[config.mk]
export PLATFORM = sky130hd
export DESIGN_NAME = compare_alarm_monitor
export DESIGN_NICKNAME = d
export VERILOG_FILES = /design/src/rtl/compare_alarm_monitor.sv
export SDC_FILE = /design/constraint.sdc
export NUM_CORES = 1
export LEC_CHECK = 0
export CAP_MARGIN = 20
export CORE_UTILIZATION = 40
export CTS_BUF_LIST = sky130_fd_sc_hd__clkbuf_16
export DETAILED_ROUTE_END_ITERATION = 7
export DONT_BUFFER_PORTS = 1
export GPL_TIMING_DRIVEN = 0
export PLACE_DENSITY_LB_ADDON = 0.05
export SLEW_MARGIN = 20
export SYNTH_ARGS = -nofsm -noshare
export SYNTH_HDL_FRONTEND = slang
export SYNTH_SLANG_ARGS = --single-unit
export TNS_END_PERCENT = 50
[constraint.sdc]
create_clock -name clk -period 1.72 [get_ports clk]
set_input_delay 0.258 -clock clk [delete_from_list [all_inputs] [get_ports clk]]
set_output_delay 0.258 -clock clk [all_outputs]
set_load 0.03 [all_outputs]
[src/rtl/compare_alarm_monitor.sv]
// Alarm monitor downstream of the 4-bit magnitude comparator: debounces A>B into a
// hysteretic alarm with edge pulses, and keeps saturating outcome counters plus a sticky error.
module compare_alarm_monitor #(
  parameter int CNT_W   = 8,
  parameter int RUN_LEN = 3
) (
  input  logic             clk,
  input  logic             reset,
  input  logic             in_valid,
  input  logic             A_greater,
  input  logic             A_equal,
  input  logic             A_less,
  input  logic             clear_counts,
  output logic             alarm,
  output logic             alarm_rise,
  output logic             alarm_fall,
  output logic [CNT_W-1:0] gt_count,
  output logic [CNT_W-1:0] eq_count,
  output logic [CNT_W-1:0] lt_count,
  output logic             flag_error
);

  typedef enum logic [0:0] {ST_IDLE = 1'b0, ST_ALARM = 1'b1} state_t;

  localparam logic [3:0]       LP_RUN_LAST = 4'(RUN_LEN - 1);
  localparam logic [CNT_W-1:0] LP_CNT_MAX  = {CNT_W{1'b1}};
  localparam logic [CNT_W-1:0] LP_CNT_ONE  = CNT_W'(1);

  state_t           r_state;
  logic [3:0]       r_run;
  logic             r_alarm;
  logic             r_rise;
  logic             r_fall;
  logic [CNT_W-1:0] r_gt;
  logic [CNT_W-1:0] r_eq;
  logic [CNT_W-1:0] r_lt;
  logic             r_err;

  logic w_onehot;
  logic w_good;
  logic w_bad;

  // Classify the current sample as good (exactly one flag) or bad.
  always_comb begin
    w_onehot = 1'b0;
    case ({A_greater, A_equal, A_less})
      3'b100, 3'b010, 3'b001: w_onehot = 1'b1;
      default:                w_onehot = 1'b0;
    endcase
    w_good = in_valid & w_onehot;
    w_bad  = in_valid & ~w_onehot;
  end

  // Alarm FSM, run counter, outcome counters and sticky error.
  always_ff @(posedge clk) begin
    if (reset) begin
      r_state <= ST_IDLE;
      r_run   <= 4'd0;
      r_alarm <= 1'b0;
      r_rise  <= 1'b0;
      r_fall  <= 1'b0;
      r_gt    <= '0;
      r_eq    <= '0;
      r_lt    <= '0;
      r_err   <= 1'b0;
    end else begin
      r_rise <= 1'b0;
      r_fall <= 1'b0;

      // Clear wins over a same-cycle increment or error capture.
      if (clear_counts) begin
        r_gt  <= '0;
        r_eq  <= '0;
        r_lt  <= '0;
        r_err <= 1'b0;
      end else if (w_bad) begin
        r_err <= 1'b1;
      end else if (w_good) begin
        if (A_greater && (r_gt != LP_CNT_MAX)) r_gt <= r_gt + LP_CNT_ONE;
        if (A_equal   && (r_eq != LP_CNT_MAX)) r_eq <= r_eq + LP_CNT_ONE;
        if (A_less    && (r_lt != LP_CNT_MAX)) r_lt <= r_lt + LP_CNT_ONE;
      end

      if (w_good) begin
        case (r_state)
          ST_IDLE: begin
            if (!A_greater) begin
              r_run <= 4'd0;
            end else if (r_run == LP_RUN_LAST) begin
              r_state <= ST_ALARM;
              r_run   <= 4'd0;
              r_alarm <= 1'b1;
              r_rise  <= 1'b1;
            end else begin
              r_run <= r_run + 4'd1;
            end
          end
          ST_ALARM: begin
            if (A_greater) begin
              r_run <= 4'd0;
            end else if (r_run == LP_RUN_LAST) begin
              r_state <= ST_IDLE;
              r_run   <= 4'd0;
              r_alarm <= 1'b0;
              r_fall  <= 1'b1;
            end else begin
              r_run <= r_run + 4'd1;
            end
          end
          default: begin
            r_state <= ST_IDLE;
            r_run   <= 4'd0;
            r_alarm <= 1'b0;
          end
        endcase
      end
    end
  end

  assign alarm      = r_alarm;
  assign alarm_rise = r_rise;
  assign alarm_fall = r_fall;
  assign gt_count   = r_gt;
  assign eq_count   = r_eq;
  assign lt_count   = r_lt;
  assign flag_error = r_err;

endmodule

* Word level (Yosys, flattened, before mapping)
Index checks and enable logic that the tools add are counted.
** Operators by class
- Add/subtract/negate cells :: 4
- Bitwise gates (word level) :: 6
- Muxes and demuxes :: 15
- Eq/ne operators :: 11
- Reduce and logical (&&, ||, !) cells :: 11
** Operators with widths (count)
- 8-bit by 1-bit adder with 8-bit output (second input constant) :: 3
- 8-bit != test (second input constant) :: 3
- 4-bit 2-to-1 mux :: 3
- 1-bit 2-to-1 mux :: 9
- 3-bit AND reduction :: 3
- 4-bit case mux with 2 select lines :: 1
- 2-bit != test (second input constant) :: 3
- 3-bit OR reduction :: 2
- 5-bit AND reduction :: 1
- 4-bit by 1-bit adder with 4-bit output (second input constant) :: 1
- 4-bit by 2-bit == test with 1-bit output (second input constant) :: 1
- 1-bit inverter :: 4
- 1-bit case mux with 2 select lines :: 2
- 4-bit OR reduction :: 1
- 3-bit by 1-bit == test with 1-bit output (second input constant) :: 1
- 3-bit by 2-bit == test with 1-bit output (second input constant) :: 1
- 3-bit == test (second input constant) :: 1
- 1-bit logical AND :: 3
- 1-bit AND :: 2
- 2-bit by 1-bit != test with 1-bit output (second input constant) :: 1
- 2-bit OR reduction :: 1
** Word-level totals
- Word-level logic and storage cells :: 56
- Register bits after elaboration :: 33
- Bits of input ports :: 7
- Output and inout port bits :: 28

* Logic depth before layout (Yosys ltp)
- Word-level depth :: 7
- Gate-level depth with buffers :: 6
- Gate-level depth less buffers :: 6

* Worst setup path before layout
No wires, ideal clock.
- Kind :: register to register
- Start :: register r_gt[0], in the netlist gt_count[0]
- End :: register r_gt[1], in the netlist gt_count[1]
- Period minus slack after synthesis :: 1562 ps
- Arrival time :: 1435 ps
- Library setup time :: 128 ps
- Required time :: 1592 ps
- Path slack :: 158 ps
- Cell stages (with the launch flop) :: 6
- Path buffers :: 0
- Cells stage by stage :: dfxtp_1 > ha_1 > nand3_1 > o21ai_1 > mux2i_1 > nor2_1
** On the way
- Word-level cells in the longest chain between the ends :: 3
- Elaborated cells between the ends (all ways) :: 4
- Those cells by class :: add/sub (1); eq/ne (1); reduce/logical (2)
** RTL lines
- start: declaration :: line 34 : logic [CNT_W-1:0] r_gt;
- start signal: assignment :: line 79 : if (A_greater && (r_gt != LP_CNT_MAX)) r_gt <= r_gt + LP_CNT_ONE;
- branches (longest 3 deep; another with 8-bit by 1-bit adder with 8-bit output)
Several ways; the timed one is not identified.
A chain may end at the register's enable or synchronous reset.

* Worst setup path after layout
- Start :: register r_lt[4], in the netlist lt_count[4]
- End :: register r_lt[1], in the netlist lt_count[1]
** On the way
- Word-level cells in the longest chain between the ends :: 3
** RTL lines
- start: declaration :: line 36 : logic [CNT_W-1:0] r_lt;
- start signal: assignment :: line 81 : if (A_less && (r_lt != LP_CNT_MAX)) r_lt <= r_lt + LP_CNT_ONE;
- 8-bit != test :: line 81
- 1-bit logical AND :: line 81
- 3-bit AND reduction (no line)
Every way passes these cells.

==> metrics.txt <==
status=finished, final reports clean; GRT Overall Usage=0.1655; worst min path class=primary input to register; Unique masters post-synth=36; post-synth top area share=0.4071; largest area contributor in the netlist=dfxtp_1; Syn Nets=192; Remaining DRCs=0; Fill cells=approximately 360; RSZ-0062 raised after global routing=false; critical path required time=between 1.5 and 2 ns; CP arrival=around 1.7 ns; Starting DRT DRC Count=72; num rows=22; DIE WIDTH=about 66 um; Max-cap violations=0; register area share after synthesis=0.4071; clk sinks=33; CP Class=register to register; initial antenna violation count=0; Leakage Power=roughly 0.66 nW; Avg WL per Cell=13.82 um; CTS Buffer Depth=2; vias in the first global route=~1200; Worst setup EP type=register; Final Setup Violations=0; Final Util=0.4900; dpl hpwl=between 2000 and 2500 um; yosys warns=0; Core Box Area=approximately 3800 um2; Worst Max-Slew Pin Slew=0.5091 ns; Top delay family on crit path=flip-flops; clk_skew=~0.0028 ns; crit-path max cell delay=0.58 ns; WL final=~3300 um; die area=approximately 4300 um2; TritonRoute pass-1 iters=4; layout cells sized above 1=0.1755; total CTS buffers=5; maximum vdd drop=about 520 uV; clock-pin slew on the worst setup and hold paths=about 0.05 ns; top cells by area, synth=dfxtp_1, xor2_1, nor2_1; die height=approximately 66 um; final-stage net count=a little under 200; Slew Limit Fails=0; gpl congestion=0.7412; pin count of the biggest net entering global routing=11; TritonCTS clock tree=built; Fin Setup TNS=0 ns; GRT overflow=0; IO Pins=35; minimum clock period=approximately 1.6 ns; via count=1296; Max Freq=0.6322 GHz; startpoint types=register; fin crit share=0.9196; Synth Cell Area=1623 um2; slowest CP cell=dfxtp_1; Gate Count Post-Synth=180; Worst slew margin=0.6606; R2R Setup Slk=~0.14 ns; drt via density=between 5 and 6; Buf/Inv on CP=0; worst skew pair latency=around 0.28 ns; global-route wire length before repair=5416 um; H-tree depth=2; cells along the critical path=nand4_1, o21ai_2, mux2i_1, nor2_1; final hold vios=0; CTS Root Buffer Type=clkbuf_16; WHS=about 0.13 ns; Ant. Diodes=0; Avg Cell Area, Syn=approximately 9.0 um2; area grow syn2layout=13.88%; post-route ant nets=0; total power per unit cell area=907.5 nW/um2; #FFs+latches synth=33; crit path max fanout=5; Starting Density=0.4303; PortBufs=0
cell usage after synthesis:
| library cell | n |
|---|---|
| o21ai_0 | 7 |
| and3_1 | 5 |
| nand4_1 | 4 |
| nor2_1 | 21 |
| o211ai_1 | 1 |
| and4bb_4 | 2 |
| o31ai_1 | 1 |
| nor3b_1 | 1 |
| o32ai_1 | 2 |
| o21ai_4 | 1 |
| a21oi_2 | 1 |
| clkbuf_1 | 4 |
| dfxtp_1 | 33 |
| or3b_1 | 1 |
| o2111ai_1 | 6 |
| or2_1 | 1 |
| o21ai_2 | 1 |
| nand3b_1 | 1 |
| nand3_1 | 4 |
| nor3_1 | 2 |
| mux2i_1 | 6 |
| o211ai_2 | 4 |
| or2_2 | 1 |
| or4_1 | 3 |
| buf_6 | 1 |
| and4bb_2 | 1 |
| xor2_1 | 11 |
| a21oi_1 | 11 |
| and2_1 | 3 |
| ha_1 | 5 |
| or3_1 | 9 |
| nand2_1 | 11 |
| xnor2_1 | 1 |
| inv_1 | 8 |
| nand2b_1 | 3 |
| o21ai_1 | 3 |
where the power goes:
part | switching [mW] | total [mW] | internal [mW]
Sequential | 0.00833 | 0.778 | 0.769
Combinational | 0.0390 | 0.0639 | 0.0249
Clock | 0.313 | 0.836 | 0.522
cells in the final DEF (no fill, tap or decap), types with 3 or more instances in the layout:
master	n
clkbuf_16	5
a21oi_1	10
o211ai_2	4
o21ai_0	7
o2111ai_1	6
nor2_1	21
nand4_1	4
nand2_1	11
and3_1	5
or3_1	9
or4_1	3
clkbuf_1	4
inv_1	8
xor2_1	11
dfxtp_2	12
ha_1	5
and2_1	3
mux2i_1	6
dfxtp_1	21
nand2b_1	3
nand3_1	4
state kept, by name, indices dropped and copies added, names as in the netlist, named ones only:
| name | flops |
|---|---|
| alarm_rise | 1 |
| flag_error | 1 |
| alarm | 1 |
| alarm_fall | 1 |
| r_run | 4 |
| eq_count | 8 |
| lt_count | 8 |
| gt_count | 8 |
through the flow:
stage               power, mW  cell area (um2)  std cells  worst slack, ns
finish                  1.677             1848        236           0.1382
global route            1.737             1848        236          0.02092
CTS                     1.696             1821        236       0.00009059
detailed placement     0.8566             1683        228         0.004212
global placement       0.8553             1683        228          0.02012
floorplan              0.8434             1623        180           0.1578
worst register-to-register path: cells and delay by family (launching register included):
| family | cells | cell delay (ns) |
|---|---|---|
| flops | 1 | 0.58 |
| simple gates | 2 | 0.36 |
| compound gates | 1 | 0.30 |
| mux | 1 | 0.21 |
path summary, 6_finish.rpt:
path,startpoint,depth (start not counted),endpoint
setup / recovery,lt_count[4],4,lt_count[1]
setup reg to reg,lt_count[4],4,lt_count[1]
hold reg to reg,register,2,register
hold / removal,in_valid,2,flag_error
layout make-up:
cell class                 instances  area [um2]  area share
clock inverter                     3       12.51    0.006770
multi-input combinational        134       918.4      0.4970
tap                               48       60.06     0.03250
clock buffer                       5       125.1     0.06770
inverter                           8       30.03     0.01625
sequential                        33       675.6      0.3656
buffer                             5       26.28     0.01422
layer usage:
| layer | GRT usage | vias to the layer above | wire (um) |
|---|---|---|---|
| met4 | 0.07337 | 0 | 61 |
| met2 | 0.2730 | 26 | 1576 |
| met1 | 0.1907 | 605 | 1472 |
| met5 | 0 | - | 0 |
| met3 | 0.05729 | 7 | 150 |
| li1 | - | 658 | - |
repair_timing:
action	in CTS	in global routing
resized for setup	0	15
endpoints found under the setup margin	0	24
hold buffers	0	0
buffers inserted	0	0
cell families (layout without fill, tap and decap cells):
family / Yosys count / count (layout) / share of synthesized area
AND/OR/NAND/NOR: 73 / 73 / 0.2490
AO/OA/AOI/OAI: 38 / 38 / 0.1689
flip-flops: 33 / 33 / 0.4071
buffers and inverters: 13 / 21 / 0.03469
XOR/XNOR: 12 / 12 / 0.06476
multiplexers: 6 / 6 / 0.03701
adder cells (fa/ha/maj): 5 / 5 / 0.03855
(Power assumes the default switching activity.)
